[config.mk]
export PLATFORM = sky130hd
export DESIGN_NAME = rf_multiport_sb
export DESIGN_NICKNAME = d
export VERILOG_FILES = /design/src/rtl/rf_multiport_sb_pkg.sv /design/src/rtl/rf_multiport_sb_scoreboard.sv /design/src/rtl/rf_multiport_sb.sv
export SDC_FILE = /design/constraint.sdc
export NUM_CORES = 2
export LEC_CHECK = 0
export CAP_MARGIN = 15
export CORE_MARGIN = 4
export CORE_UTILIZATION = 57
export DETAILED_ROUTE_END_ITERATION = 16
export HOLD_SLACK_MARGIN = 0.05
export PLACE_DENSITY = 0.77
export SKIP_LAST_GASP = 1
export SLEW_MARGIN = 20
export SYNTH_ARGS = -nofsm -noshare
export SYNTH_HDL_FRONTEND = slang
export SYNTH_SLANG_ARGS = --single-unit
export TNS_END_PERCENT = 30
[constraint.sdc]
create_clock -name clk -period 4.5 [get_ports clk]
set_input_delay 0.675 -clock clk [delete_from_list [all_inputs] [get_ports clk]]
set_output_delay 0.675 -clock clk [all_outputs]
set_load 0.05 [all_outputs]
[src/rtl/rf_multiport_sb_pkg.sv]
// rf_pkg: shared defaults, port limits and the popcount helper used by the
// multi-port register file and its scoreboard.
package rf_pkg;

    localparam int unsigned RF_DATA_WIDTH = 32;
    localparam int unsigned RF_ADDR_WIDTH = 5;
    localparam int unsigned RF_MAX_READ   = 4;
    localparam int unsigned RF_MAX_WRITE  = 2;

    // Widest busy vector popcount can take; covers ADDR_WIDTH up to 8.
    localparam int unsigned RF_POP_BITS   = 256;

    // Number of set bits in a (zero-extended) busy vector.
    function automatic int unsigned popcount(input logic [RF_POP_BITS-1:0] vec);
        int unsigned cnt;
        cnt = 32'd0;
        for (int i = 0; i < RF_POP_BITS; i++) begin
            cnt = cnt + {31'd0, vec[i]};
        end
        return cnt;
    endfunction

endpackage

[src/rtl/rf_multiport_sb_scoreboard.sv]
// rf_scoreboard: per-register busy bits for hazard detection.
// A reserve wins over a retiring write to the same register; busy_count_o
// is the registered population count of the busy vector.
module rf_scoreboard
    import rf_pkg::*;
#(
    parameter int ADDR_WIDTH = RF_ADDR_WIDTH,
    parameter int NUM_WRITE  = 2
) (
    input  logic                            clk,
    input  logic                            areset,
    input  logic                            rsv_valid_i,
    input  logic [ADDR_WIDTH-1:0]           rsv_addr_i,
    input  logic [NUM_WRITE-1:0]            wr_valid_i,
    input  logic [NUM_WRITE*ADDR_WIDTH-1:0] wr_addr_i,
    output logic [(1<<ADDR_WIDTH)-1:0]      busy_o,
    output logic [ADDR_WIDTH:0]             busy_count_o
);

    localparam int DEPTH = 1 << ADDR_WIDTH;

    logic [DEPTH-1:0]       busy_q, busy_d;
    logic [ADDR_WIDTH:0]    count_q, count_d;
    logic [RF_POP_BITS-1:0] busy_ext_s;

    // Next busy state: set by reserve, else cleared by any retiring write.
    always_comb begin
        busy_d = busy_q;
        for (int r = 0; r < DEPTH; r++) begin
            logic clr;
            logic set;
            clr = 1'b0;
            for (int w = 0; w < NUM_WRITE; w++) begin
                clr = clr | (wr_valid_i[w] &
                             (wr_addr_i[w*ADDR_WIDTH +: ADDR_WIDTH] == ADDR_WIDTH'(r)));
            end
            set       = rsv_valid_i & (rsv_addr_i == ADDR_WIDTH'(r));
            busy_d[r] = set | (busy_q[r] & ~clr);
        end
    end

    // Count of busy registers after this edge.
    always_comb begin
        busy_ext_s            = '0;
        busy_ext_s[DEPTH-1:0] = busy_d;
        count_d               = (ADDR_WIDTH+1)'(popcount(busy_ext_s));
    end

    // Busy bits and count registers.
    always_ff @(posedge clk or negedge areset) begin
        if (!areset) begin
            busy_q  <= '0;
            count_q <= '0;
        end else begin
            busy_q  <= busy_d;
            count_q <= count_d;
        end
    end

    assign busy_o       = busy_q;
    assign busy_count_o = count_q;

endmodule

[src/rtl/rf_multiport_sb.sv]
// rf_multiport_sb: NUM_READ combinational read ports, NUM_WRITE synchronous
// write ports (higher index wins on conflict), optional same-cycle bypass and
// an integrated scoreboard.
// Build option: define ZERO_REG_EN to hardwire register 0 to zero.
module rf_multiport_sb
    import rf_pkg::*;
#(
    parameter int DATA_WIDTH = RF_DATA_WIDTH,
    parameter int ADDR_WIDTH = RF_ADDR_WIDTH,
    parameter int NUM_READ   = 2,
    parameter int NUM_WRITE  = 2,
    parameter int BYPASS     = 1
) (
    input  logic                            clk,
    input  logic                            areset,
    input  logic [NUM_READ*ADDR_WIDTH-1:0]  readReg,
    output logic [NUM_READ*DATA_WIDTH-1:0]  readData,
    output logic [NUM_READ-1:0]             readBusy,
    input  logic [NUM_WRITE-1:0]            writeEnable,
    input  logic [NUM_WRITE*ADDR_WIDTH-1:0] writeReg,
    input  logic [NUM_WRITE*DATA_WIDTH-1:0] writeData,
    input  logic                            reserveEnable,
    input  logic [ADDR_WIDTH-1:0]           reserveReg,
    output logic [ADDR_WIDTH:0]             busyCount
);

    localparam int   DEPTH     = 1 << ADDR_WIDTH;
    localparam logic BYPASS_EN = (BYPASS != 0);

    logic [DATA_WIDTH-1:0] mem_q [DEPTH];
    logic [DATA_WIDTH-1:0] mem_d [DEPTH];
    logic [NUM_WRITE-1:0]  wr_valid_s;
    logic                  rsv_valid_s;
    logic [DEPTH-1:0]      busy_s;

    // Qualify write and reserve strobes (register 0 may be hardwired).
    always_comb begin
        for (int w = 0; w < NUM_WRITE; w++) begin
`ifdef ZERO_REG_EN
            wr_valid_s[w] = writeEnable[w] &
                            (writeReg[w*ADDR_WIDTH +: ADDR_WIDTH] != {ADDR_WIDTH{1'b0}});
`else
            wr_valid_s[w] = writeEnable[w];
`endif
        end
`ifdef ZERO_REG_EN
        rsv_valid_s = reserveEnable & (reserveReg != {ADDR_WIDTH{1'b0}});
`else
        rsv_valid_s = reserveEnable;
`endif
    end

    // Next array contents; later write ports override earlier ones.
    always_comb begin
        for (int r = 0; r < DEPTH; r++) begin
            mem_d[r] = mem_q[r];
            for (int w = 0; w < NUM_WRITE; w++) begin
                mem_d[r] = (wr_valid_s[w] &&
                            (writeReg[w*ADDR_WIDTH +: ADDR_WIDTH] == ADDR_WIDTH'(r)))
                           ? writeData[w*DATA_WIDTH +: DATA_WIDTH] : mem_d[r];
            end
        end
    end

    // Storage array.
    always_ff @(posedge clk or negedge areset) begin
        if (!areset) begin
            for (int r = 0; r < DEPTH; r++) begin
                mem_q[r] <= '0;
            end
        end else begin
            for (int r = 0; r < DEPTH; r++) begin
                mem_q[r] <= mem_d[r];
            end
        end
    end

    // Read ports: stored value, optionally overridden by a same-cycle write.
    always_comb begin
        readData = '0;
        readBusy = '0;
        for (int p = 0; p < NUM_READ; p++) begin
            logic [ADDR_WIDTH-1:0] raddr;
            logic [DATA_WIDTH-1:0] fwd;
            logic                  hit;
            raddr = readReg[p*ADDR_WIDTH +: ADDR_WIDTH];
            fwd   = '0;
            hit   = 1'b0;
            for (int w = 0; w < NUM_WRITE; w++) begin
                logic hit_w;
                hit_w = wr_valid_s[w] & (writeReg[w*ADDR_WIDTH +: ADDR_WIDTH] == raddr);
                fwd   = hit_w ? writeData[w*DATA_WIDTH +: DATA_WIDTH] : fwd;
                hit   = hit | hit_w;
            end
            readData[p*DATA_WIDTH +: DATA_WIDTH] = (BYPASS_EN && hit) ? fwd : mem_q[raddr];
`ifdef ZERO_REG_EN
            if (raddr == {ADDR_WIDTH{1'b0}}) begin
                readData[p*DATA_WIDTH +: DATA_WIDTH] = {DATA_WIDTH{1'b0}};
            end else begin
                readData[p*DATA_WIDTH +: DATA_WIDTH] = readData[p*DATA_WIDTH +: DATA_WIDTH];
            end
`endif
            readBusy[p] = busy_s[raddr] & ~(BYPASS_EN & hit);
        end
    end

    rf_scoreboard #(
        .ADDR_WIDTH (ADDR_WIDTH),
        .NUM_WRITE  (NUM_WRITE)
    ) u_scoreboard (
        .clk          (clk),
        .areset       (areset),
        .rsv_valid_i  (rsv_valid_s),
        .rsv_addr_i   (reserveReg),
        .wr_valid_i   (wr_valid_s),
        .wr_addr_i    (writeReg),
        .busy_o       (busy_s),
        .busy_count_o (busyCount)
    );

endmodule

==> qor.yml <==
status:
  status: "complete, but fails checks"
  violations: "negative setup slack"
clocking:
  clk_latency_ps: 730
  clockRootBuffer: "clkbuf_16"
  cts_buffers: 116
  cts_buffer_depth: 3
  cts.clk_slew.worst_paths_ps: 60
  cts_tree: "yes"
  htree_levels: 3
  cts.sinks: 1062
die:
  io_pins: 166
  fp.dieW_um: 354.7
  rows: 126
  coreArea_um2: 118700
  die_area_um2: 125800
  start_util: 0.5771
  die_h_um: 354.7
drt:
  wl_per_cell_um: 31.47
  postRouteAntennaNets: 0
  wirelength_mm: 269.4
  viasPerCell: 7.029
  drc_errors: 0
  vias: 60170
  drt_iter0_markers: 8500
  firstDrtPassIters: 8
cells_and_area:
  multi_input_area_um2: 38760
  fin_util: 0.6624
  nNetsFinal: 6987
  syn_to_final_growth_pct: 14.78
  fill_cells: 8890
  seq_area_um2: 26580
  layout_common_cells: "mux2i_1, dfrtp_1, a21oi_1"
  layout_commonest_cell: "mux2i_1"
  drive_above_1_share: 0.1724
timing:
  finalSetupViolCount: 7
  fin_crit_ps: 5533
  rsz0062_at_grt: "true"
  drv_slew: 0
  worst-slew-pin-transition_ps: 1273
  fin_crit_sh: 1.230
  fmax_mhz: 180.7
  slew-limit-headroom: 0.1510
  setup_ws_ps: -1033
  hold_viol: 0
  finClkSkew_ps: 8.550
logic_synthesis:
  syn-cell-area_um2: 68510
  yosysWarnings: 0
  yosysTopAreaCell: "dfrtp_1"
  synthTopCellsByArea: "dfrtp_1, mux2i_1, mux4_2"
  seq_area_frac_synth: 0.3879
  yosysUniqueCellTypes: 52
  yosys_register_bits: 1062
  synthCells: 6914
  syn_avg_cell_area_um2: 9.909
  synth_top_area_share: 0.3879
  syn_nets: 7040
setup_path:
  r2r.worst_path.cells: 41
  slowest_stage: "nor2_4"
  cp_common_cell: "buf_4"
  worst-path-buf-inv: 40
  slowest_delay_ps: 190
  cp.arrival_ps: 6160
  r2r_start: "u_scoreboard.busy_o[1]"
  worstPathRequired_ps: 5120
  worst_setup_path_start_kind: "input pin"
  cp-end-kind: "flip-flop"
  cp_max_fo: 3
  critical_path.reg2reg.endpoint: "u_scoreboard.busy_o[1]"
  rrSetupSlack_ps: -990
  cp_top_family: "buffers and inverters"
  critPathKind: "input pin to flip-flop"
min_path:
  hold_path_class: "input pin to flip-flop"
  hold_depth: 4
  holdPathEnd: "u_scoreboard.busy_o[20]"
  worstHoldStart: "writeEnable[1]"
global_routing:
  antenna_found_initial: 5
  grt_use_total: 0.4175
  first_global_vias: 59110
  grt_start_max_net_pins: 115
  grt_overflow: 0
  grt_pass1_wl_mm: 391.1
pwr:
  switching_share: 0.3413
  power.share.clock: 0.266
  peakVddDrop_v: 0.001308
  powerDensity_nw_per_um2: 470.0
  p_seq_frac: 0.385
  switching_power_w: 0.01262
  share_comb_of_total_power: 0.349
  internal_power_w: 0.02434
  p_leak_nw: 34.73
place:
  dp_hpwl_mm: 143.4
  io_buffers: 165
  dp_slack_ps: -2167
  place.gp.congestion: 0.9350
job:
  max-cap-violations: 0
[routing by layer]
metal | GRT usage | vias to the layer above | routed length, um
li1 | - | 24770 | -
met5 | 0 | - | 14
met2 | 0.5916 | 4987 | 110600
met4 | 0.3009 | 2 | 24690
met3 | 0.1457 | 1607 | 43310
met1 | 0.5317 | 28810 | 90790
[worst reg2reg max path, delay by kind of cell (launching register included)]
family          cells  cell delay (ps)
simple gates        1               90
compound gates      1               60
flops               1              410
buf+inv            39             4830
[power by group through the flow]
stage	Clock (W)	Combinational, W	Sequential, W
floorplan	0	0.00868	0.0137
global placement	0	0.0120	0.0141
detailed placement	0	0.0124	0.0143
CTS	0.00982	0.0126	0.0141
global route	0.0102	0.0141	0.0145
finish	0.00985	0.0129	0.0142
[metrics by stage]
step	hold WS, ps	cells	setup TNS [ps]	power [W]	cell area, um2
6_report	489.0	8560	-4843	0.03696	78640
2_1_floorplan	379.4	6914	-9378	0.02238	68550
3_3_place_gp	533.9	8273	-11800	0.02609	73820
3_5_place_dp	544.5	8273	-11750	0.02670	73820
5_1_grt	493.6	8554	-5937	0.03883	78620
4_1_cts	464.7	8536	-4470	0.03660	78310
[flip-flops by register name, indices dropped and copies added (netlist names)]
register                   flops
mem_q                       1024
u_scoreboard.busy_o           32
u_scoreboard.busy_count_o      6
[kinds of logic (layout without fill, tap and decap cells)]
family / after synthesis / in the layout / share of synthesized area
other: 0 / 6 / 0
xor gates and xnor gates: 23 / 23 / 0.002940
adders and majority gates: 32 / 32 / 0.008474
and+or+nand+nor: 1571 / 1571 / 0.09795
AOI/OAI and AO/OA: 1485 / 1485 / 0.1204
DFF: 1062 / 1062 / 0.3879
buffers and inverters: 864 / 904 / 0.05748
muxes: 1877 / 1877 / 0.3248
[cell type report]
class / instances / share of cell area
tap: 1600 / 0.02546
sequential: 1062 / 0.3380
timing repair buffer: 652 / 0.09219
multi-input combinational: 4988 / 0.4929
antenna: 6 / 0.0001909
clock inverter: 29 / 0.004264
clock buffer: 182 / 0.04504
inverter: 41 / 0.001957
[Yosys cell counts, drive strengths merged]
cell    instances
or3             2
fa             24
xnor2          10
dfrtp        1062
clkbuf        493
and2            5
a21oi         679
ha              8
nand4          34
nand2b         16
o21bai          1
a31oi           1
nand2         676
o22ai         128
mux4          275
buf           330
or4            32
nand3         133
xor2           13
or2             7
a22o            7
o221a          32
inv            41
and3            6
nor2          586
mux2i        1602
nand3b         33
a22oi         131
a21o            1
a32oi           9
o21ai         486
nor3           14
nor2b          19
a32o           10
nor4            8
[how the worst max path moves through the flow]
stage | from | endpoint | slack (ps) | cells past startpoint
after global placement | writeReg[0] | u_scoreboard.busy_count_o[4] | -2180 | 21
final | writeReg[4] | u_scoreboard.busy_o[1] | -1030 | 45
after floorplan | writeReg[0] | u_scoreboard.busy_count_o[4] | -1750 | 21
after CTS | writeReg[1] | u_scoreboard.busy_count_o[4] | -830 | 22
after detailed placement | writeReg[0] | u_scoreboard.busy_count_o[4] | -2170 | 21
after global routing | writeReg[4] | u_scoreboard.busy_o[1] | -1080 | 45
[timing repair]
action	in CTS	in global routing
hold endpoints to repair	57	0
buffers inserted	53	25
hold buffers	1	0
resized for setup	120	72
cloned	1	0
pin swaps	31	35
setup endpoints to repair	6	7
No activity file was read; power rests on OpenSTA's default activity.
